$ cat src/rtl/eth_frame_rx.sv
// eth_frame_rx: parses an Ethernet header (dest MAC, src MAC, EtherType)
// from a byte stream. The header comes out as a valid/ready bundle and the
// payload as a one-register-stage AXI-stream with SOF on tuser and EOF on tlast.
module eth_frame_rx #(
    parameter bit FILTER_EN = 1'b0
) (
    input  logic        clk,
    input  logic        reset,
    input  logic [47:0] local_mac,
    input  logic [7:0]  s_axis_tdata,
    input  logic        s_axis_tvalid,
    input  logic        s_axis_tlast,
    output logic        s_axis_tready,
    output logic        m_eth_hdr_valid,
    input  logic        m_eth_hdr_ready,
    output logic [47:0] m_eth_dest_mac,
    output logic [47:0] m_eth_src_mac,
    output logic [15:0] m_eth_type,
    output logic [7:0]  m_eth_axi_payload_tdata,
    output logic        m_eth_axi_payload_tvalid,
    input  logic        m_eth_axi_payload_tready,
    output logic        m_eth_axi_payload_tlast,
    output logic        m_eth_axi_payload_tuser,
    output logic        busy,
    output logic        err_hdr_early_termination
);

    typedef enum logic [1:0] {IDLE, HDR, PAYLOAD, DROP} state_t;

    state_t     state;
    logic [3:0] cnt;
    logic       first_pl;
    logic       xfer;
    logic       dest_ok;

    assign xfer = s_axis_tvalid && s_axis_tready;
    assign busy = (state != IDLE);

    // The destination MAC is complete long before byte 13, so the filter
    // decision can be taken straight from the header register.
    assign dest_ok = !FILTER_EN || (m_eth_dest_mac == local_mac) ||
                     (m_eth_dest_mac == 48'hFFFF_FFFF_FFFF);

    // Input back-pressure: IDLE holds off a new header while the previous
    // one is still pending, PAYLOAD follows the single output register.
    always_comb begin
        s_axis_tready = 1'b0;
        if (!reset) begin
            case (state)
                IDLE:    s_axis_tready = !m_eth_hdr_valid;
                HDR:     s_axis_tready = 1'b1;
                PAYLOAD: s_axis_tready = !m_eth_axi_payload_tvalid || m_eth_axi_payload_tready;
                DROP:    s_axis_tready = 1'b1;
                default: s_axis_tready = 1'b0;
            endcase
        end
    end

    // Frame FSM, header field shift registers and payload output stage.
    always_ff @(posedge clk or posedge reset) begin
        if (reset) begin
            state                     <= IDLE;
            cnt                       <= 4'd0;
            first_pl                  <= 1'b0;
            m_eth_hdr_valid           <= 1'b0;
            m_eth_dest_mac            <= 48'd0;
            m_eth_src_mac             <= 48'd0;
            m_eth_type                <= 16'd0;
            m_eth_axi_payload_tdata   <= 8'd0;
            m_eth_axi_payload_tvalid  <= 1'b0;
            m_eth_axi_payload_tlast   <= 1'b0;
            m_eth_axi_payload_tuser   <= 1'b0;
            err_hdr_early_termination <= 1'b0;
        end else begin
            err_hdr_early_termination <= 1'b0;
            if (m_eth_hdr_valid && m_eth_hdr_ready)
                m_eth_hdr_valid <= 1'b0;
            if (m_eth_axi_payload_tready)
                m_eth_axi_payload_tvalid <= 1'b0;

            case (state)
                IDLE: begin
                    if (xfer) begin
                        m_eth_dest_mac <= {m_eth_dest_mac[39:0], s_axis_tdata};
                        if (s_axis_tlast) begin
                            err_hdr_early_termination <= 1'b1;
                        end else begin
                            cnt   <= 4'd1;
                            state <= HDR;
                        end
                    end
                end
                HDR: begin
                    if (xfer) begin
                        // Fields are shifted in MSB-first; hdr_valid is known
                        // low here, so the outputs are free to change.
                        if (cnt < 4'd6)
                            m_eth_dest_mac <= {m_eth_dest_mac[39:0], s_axis_tdata};
                        else if (cnt < 4'd12)
                            m_eth_src_mac <= {m_eth_src_mac[39:0], s_axis_tdata};
                        else
                            m_eth_type <= {m_eth_type[7:0], s_axis_tdata};
                        cnt <= cnt + 4'd1;
                        if (s_axis_tlast) begin
                            err_hdr_early_termination <= 1'b1;
                            cnt                       <= 4'd0;
                            state                     <= IDLE;
                        end else if (cnt == 4'd13) begin
                            cnt <= 4'd0;
                            if (dest_ok) begin
                                m_eth_hdr_valid <= 1'b1;
                                first_pl        <= 1'b1;
                                state           <= PAYLOAD;
                            end else begin
                                state <= DROP;
                            end
                        end
                    end
                end
                PAYLOAD: begin
                    if (xfer) begin
                        m_eth_axi_payload_tdata  <= s_axis_tdata;
                        m_eth_axi_payload_tvalid <= 1'b1;
                        m_eth_axi_payload_tlast  <= s_axis_tlast;
                        m_eth_axi_payload_tuser  <= first_pl;
                        first_pl                 <= 1'b0;
                        if (s_axis_tlast)
                            state <= IDLE;
                    end
                end
                DROP: begin
                    if (xfer && s_axis_tlast)
                        state <= IDLE;
                end
                default: state <= IDLE;
            endcase
        end
    end

endmodule

$ cat config.mk
export PLATFORM = sky130hd
export DESIGN_NAME = eth_frame_rx
export DESIGN_NICKNAME = d
export VERILOG_FILES = /design/src/rtl/eth_frame_rx.sv
export SDC_FILE = /design/constraint.sdc
export NUM_CORES = 1
export LEC_CHECK = 0
export CAP_MARGIN = 0
export CORE_MARGIN = 2
export CORE_UTILIZATION = 25
export CTS_CLUSTER_DIAMETER = 100
export CTS_CLUSTER_SIZE = 25
export DETAILED_ROUTE_END_ITERATION = 16
export GPL_TIMING_DRIVEN = 0
export PLACE_DENSITY_LB_ADDON = 0.25
export SLEW_MARGIN = 20
export SYNTH_ARGS = -nofsm -noshare
export SYNTH_HDL_FRONTEND = slang
export SYNTH_SLANG_ARGS = --single-unit
$ cat constraint.sdc
create_clock -name clk -period 12 [get_ports clk]
set_input_delay 1.2 -clock clk [delete_from_list [all_inputs] [get_ports clk]]
set_output_delay 1.2 -clock clk [all_outputs]
set_load 0.02 [all_outputs]
======== Word-level counts from Yosys, hierarchy flattened ========
Index checks and enable logic that the tools add are counted.
operators by class
  $add $sub $neg .......................... 1
  $lt $le $gt $ge ......................... 2
  equality and inequality tests ........... 14
  muxes and demuxes ....................... 37
  bitwise gates (word level) .............. 2
  reductions and logical operators ........ 19
operator list
  operator               count
  $mux W48               3
  $pmux W48 S2           1
  $mux W4                5
  $ne A2 B2 Y1 const B   9
  $mux W1                16
  $mux W2                8
  $reduce_and A4 Y1      4
  $pmux W2 S4            1
  $pmux W4 S2            1
  $reduce_and A7 Y1      1
  $reduce_bool A2 Y1     3
  $reduce_and A5 Y1      1
  $add A4 B1 Y4 const B  1
  $eq A2 B2 Y1 const B   2
  $eq A4 B4 Y1 const B   1
  $lt A4 B3 Y1 const B   1
  $lt A4 B4 Y1 const B   1
  $reduce_or A2 Y1       2
  $logic_and A1 B1 Y1    3
  $ne A3 B3 Y1 const B   1
  $pmux W1 S3            1
  $eq A2 B1 Y1 const B   1
  $logic_not A1 Y1       2
  $logic_not A2 Y1       1
  other kinds (4)        5
storage, ports and cells
  flip-flop bits (word level) ............. 132
  input bits .............................. 62
  output and inout bits ................... 127

======== Depth between registers and ports, before layout ========
  depth after elaboration ................. 8
  depth in mapped cells ................... 7
  gate-level depth less buffers ........... 4

======== Least setup slack after synthesis ========
Ideal clock, no wire load.
  kind .................................... input to output
  start point ............................. input m_eth_axi_payload_tready
  end point ............................... output s_axis_tready
  arrival ................................. 1,759 ps
  required time ........................... 10,800 ps
  setup slack ............................. 9,041 ps
  stages .................................. 3
  path through ............................ inv_1 -> a32o_1 -> nor2_1
on the way
  cells in the longest elaborated chain, start to end .. 3
RTL lines
  what                line  text
  start: declaration  21    input logic m_eth_axi_payload_tready,
  $logic_or A1 B1 Y1  52    PAYLOAD: s_axis_tready = !m_eth_axi_payload_tvalid || m_eth_axi_payload_tready;
  $pmux W1 S3         49    case (state)
  $mux W1             48    if (!reset) begin
  end: declaration    13    output logic s_axis_tready,
Every way passes these cells.

======== Worst setup path after layout ========
Ends and elaborated chain as after synthesis.

==> flow_metrics.py <==
metrics = {
    "clock_tree": {
        "cts-htree-levels": 4,
        "postCtsResizedCells": 0,
        "cts_buffers": 17,
        "root_buffer": "clkbuf_16",
        "ctsHoldBuffers": 0,
        "clkLatencyLatePin_ps": 410,
        "cts_tree": "built",
        "clock_path_buffers": 2,
        "cts.sinks": 132,
        "post_cts_buffers": 0,
        "path_clk_slew_ps": 60,
    },
    "status": {
        "status": "finished, final reports clean",
    },
    "critical_path": {
        "worstRegToRegCells": 5,
        "end_kind": "primary output",
        "cp-start-kind": "primary input",
        "r2r_start": "state[1]$_DFFE_PP0P_",
        "startpoint": "m_eth_axi_payload_tready",
        "crit_end": "s_axis_tready",
        "slowest_stage": "clkdlybuf4s50_1",
        "reg2reg_slack_ps": 10140,
        "crit_top_cell": "clkdlybuf4s50_1",
        "worst_ep_required_time_ps": 10800,
        "crit_arrival_ps": 2690,
        "cpPeakStageDelay_ps": 620,
        "path_cells": "clkdlybuf4s50_1 > inv_1 > a32o_1 > nor2_1 > clkdlybuf4s50_1",
        "crit_fanout": 2,
        "worstSetupPathType": "in -> out",
        "r2r_end": "m_eth_type[1]$_DFFE_PP0P_",
    },
    "floorplan": {
        "die_height_um": 148.7,
        "die_w_um": 148.7,
        "ios": 189,
        "dieArea_mm2": 0.02210,
        "core_mm2": 0.02036,
        "start_util_pct": 25.69,
        "rows": 52,
    },
    "place": {
        "place_ws_ps": 8126,
        "routabilityCongestion": 0.7274,
        "io_buffer_count": 139,
        "dp.cells": 736,
        "place_hpwl_um": 9041,
    },
    "finish": {
        "final_nets": 547,
        "fin_cells": 767,
        "diodes": 0,
        "synthToLayoutAreaGrowth_pct": 45.97,
        "utilization_pct": 37.50,
        "drive_gt1_share_pct": 30.78,
    },
    "routing": {
        "drt_pass1_iterations": 4,
        "drt-vias-per-instance": 4.185,
        "vias": 3210,
        "detail-route-antenna-nets": 0,
        "wl_per_cell_um": 16.62,
        "routed_wl_um": 12750,
        "drc": 0,
        "detail_route.iter0.violations": 129,
    },
    "synthesis": {
        "synth.top_cell.area_share_pct": 63.14,
        "yosysMostFrequentCell": "dfrtp_1",
        "ys.warnings.count": 0,
        "synth-seq-area-share_pct": 63.14,
        "synth_edf_count": 0,
        "ys_seq_elements": 132,
        "yosysTopAreaCell": "dfrtp_1",
        "ys_top_cells_by_count": "dfrtp_1 (132), mux2_2 (83), mux2_1 (20), mux2_4 (20), nand2_1 (7)",
        "postSynth.asyncResetShare_pct": 100.0,
        "ys.flop_type": "dfrtp_1",
        "syn_area_mm2": 0.005231,
        "avgSynthCellArea_um2": 16.05,
        "synthTopCellsByArea": "dfrtp_1 (63%), mux2_2 (18%), mux2_4 (5.7%)",
        "syn_nets": 388,
        "syn_inst": 326,
        "synth_cell_types": 36,
    },
    "global_route": {
        "grtUsageTotal_pct": 11.91,
        "grt_first_pass_wirelength_um": 19600,
        "grt_pass1_vias": 3337,
        "grt_overflow_total": 0,
        "grt_max_degree": 79,
        "antenna_found_initial": 0,
    },
    "power_and_ir_drop": {
        "p_per_area_mw_per_mm2": 212.9,
        "ir_drop_uv": 115.6,
        "leakage_nw": 3.383,
    },
    "hold_path": {
        "whs_path_depth": 1,
        "hp-class": "reg -> reg",
    },
    "timing": {
        "rsz0062_at_grt": "false",
        "drv_slew": 0,
        "worst_pin_slew_ps": 431.9,
        "fin_skew_ps": 6.742,
        "finalSetupViolCount": 0,
        "fin_tns_setup_ps": 0,
        "setup_ws_ps": 8114,
        "hold_viol": 0,
        "period_share_pct": 32.39,
        "min_period_ps": 3886,
        "fmax_ghz": 0.2573,
        "relSlewSlack_pct": 71.21,
    },
    "job": {
        "maxCapViolations": 0,
    },
}
how the worst min path moves through the flow:
stage / from / end
global route: m_eth_dest_mac[40]$_DFFE_PP0P_ / m_eth_dest_mac[40]$_DFFE_PP0P_
floorplan: first_pl$_DFFE_PP0P_ / first_pl$_DFFE_PP0P_
global placement: m_eth_dest_mac[40]$_DFFE_PP0P_ / m_eth_dest_mac[40]$_DFFE_PP0P_
finish: m_eth_dest_mac[41]$_DFFE_PP0P_ / m_eth_dest_mac[41]$_DFFE_PP0P_
CTS: m_eth_dest_mac[41]$_DFFE_PP0P_ / m_eth_dest_mac[41]$_DFFE_PP0P_
detailed placement: m_eth_dest_mac[41]$_DFFE_PP0P_ / m_eth_dest_mac[41]$_DFFE_PP0P_
registers in the layout (all words and copies together), names as in the netlist, 2 cells and up:
name and count:
state 2, m_eth_dest_mac 48, m_eth_axi_payload_tdata 8, m_eth_type 16
m_eth_src_mac 48, cnt 4
per-stage QoR:
step	hold WS (ps)	total power, mW	instance area, µm²
floorplan	460.0	0.8368	5231
global placement	472.2	1.066	6960
detailed placement	484.5	1.076	6995
CTS	497.4	1.654	7636
global route	516.0	1.707	7636
finish	492.5	1.626	7636
logic make-up (layout without fill, tap and decap cells):
logic type      Yosys count  in the layout  synth area share, %
flops                   132            132                63.14
simple gates             30             30                3.469
mux                     123            123                27.91
compound gates           20             20                2.464
buf+inv                  21            192                3.014
final cells by class:
| cell class | count | area (µm²) |
|---|---|---|
| buffer | 16 | 138.9 |
| timing repair buffer | 140 | 1419 |
| tap | 270 | 337.8 |
| clock inverter | 9 | 176.4 |
| multi-input combinational | 173 | 1770 |
| inverter | 5 | 26.28 |
| fill | 1946 | 12730 |
| sequential | 132 | 3303 |
| clock buffer | 22 | 464.2 |
cells in the final DEF, fill, tap and decap left out, types with 3 or more instances in the layout:
| cell type | instances |
|---|---|
| nor2_1 | 6 |
| o21ai_0 | 5 |
| clkbuf_1 | 6 |
| mux2_4 | 20 |
| buf_4 | 3 |
| mux2_2 | 83 |
| clkdlybuf4s50_1 | 139 |
| buf_2 | 4 |
| a21oi_1 | 5 |
| mux2_1 | 20 |
| inv_1 | 4 |
| buf_6 | 4 |
| nand2_1 | 7 |
| dfrtp_1 | 132 |
| clkbuf_16 | 17 |
| bufinv_16 | 5 |
worst max-delay path: cells and delay by family:
kind	cells	cell delay [ps]
and+or+nand+nor	1	100
buffers and inverters	3	1130
AOI/OAI and AO/OA	1	260
where the power goes:
| group | total [mW] | internal [mW] | switching [mW] |
|---|---|---|---|
| sequential | 0.610 | 0.543 | 0.0667 |
| clock | 0.565 | 0.378 | 0.187 |
| combinational | 0.451 | 0.237 | 0.214 |
routing by layer:
layer	routed length, µm	vias to the layer above	global-route usage [%]
met4	112	0	4.000
met3	639	5	3.834
li1	-	1474	-
met5	0	-	0
met1	5811	1642	15.59
met2	6184	89	18.70
Power figures use the tool's default switching activity.
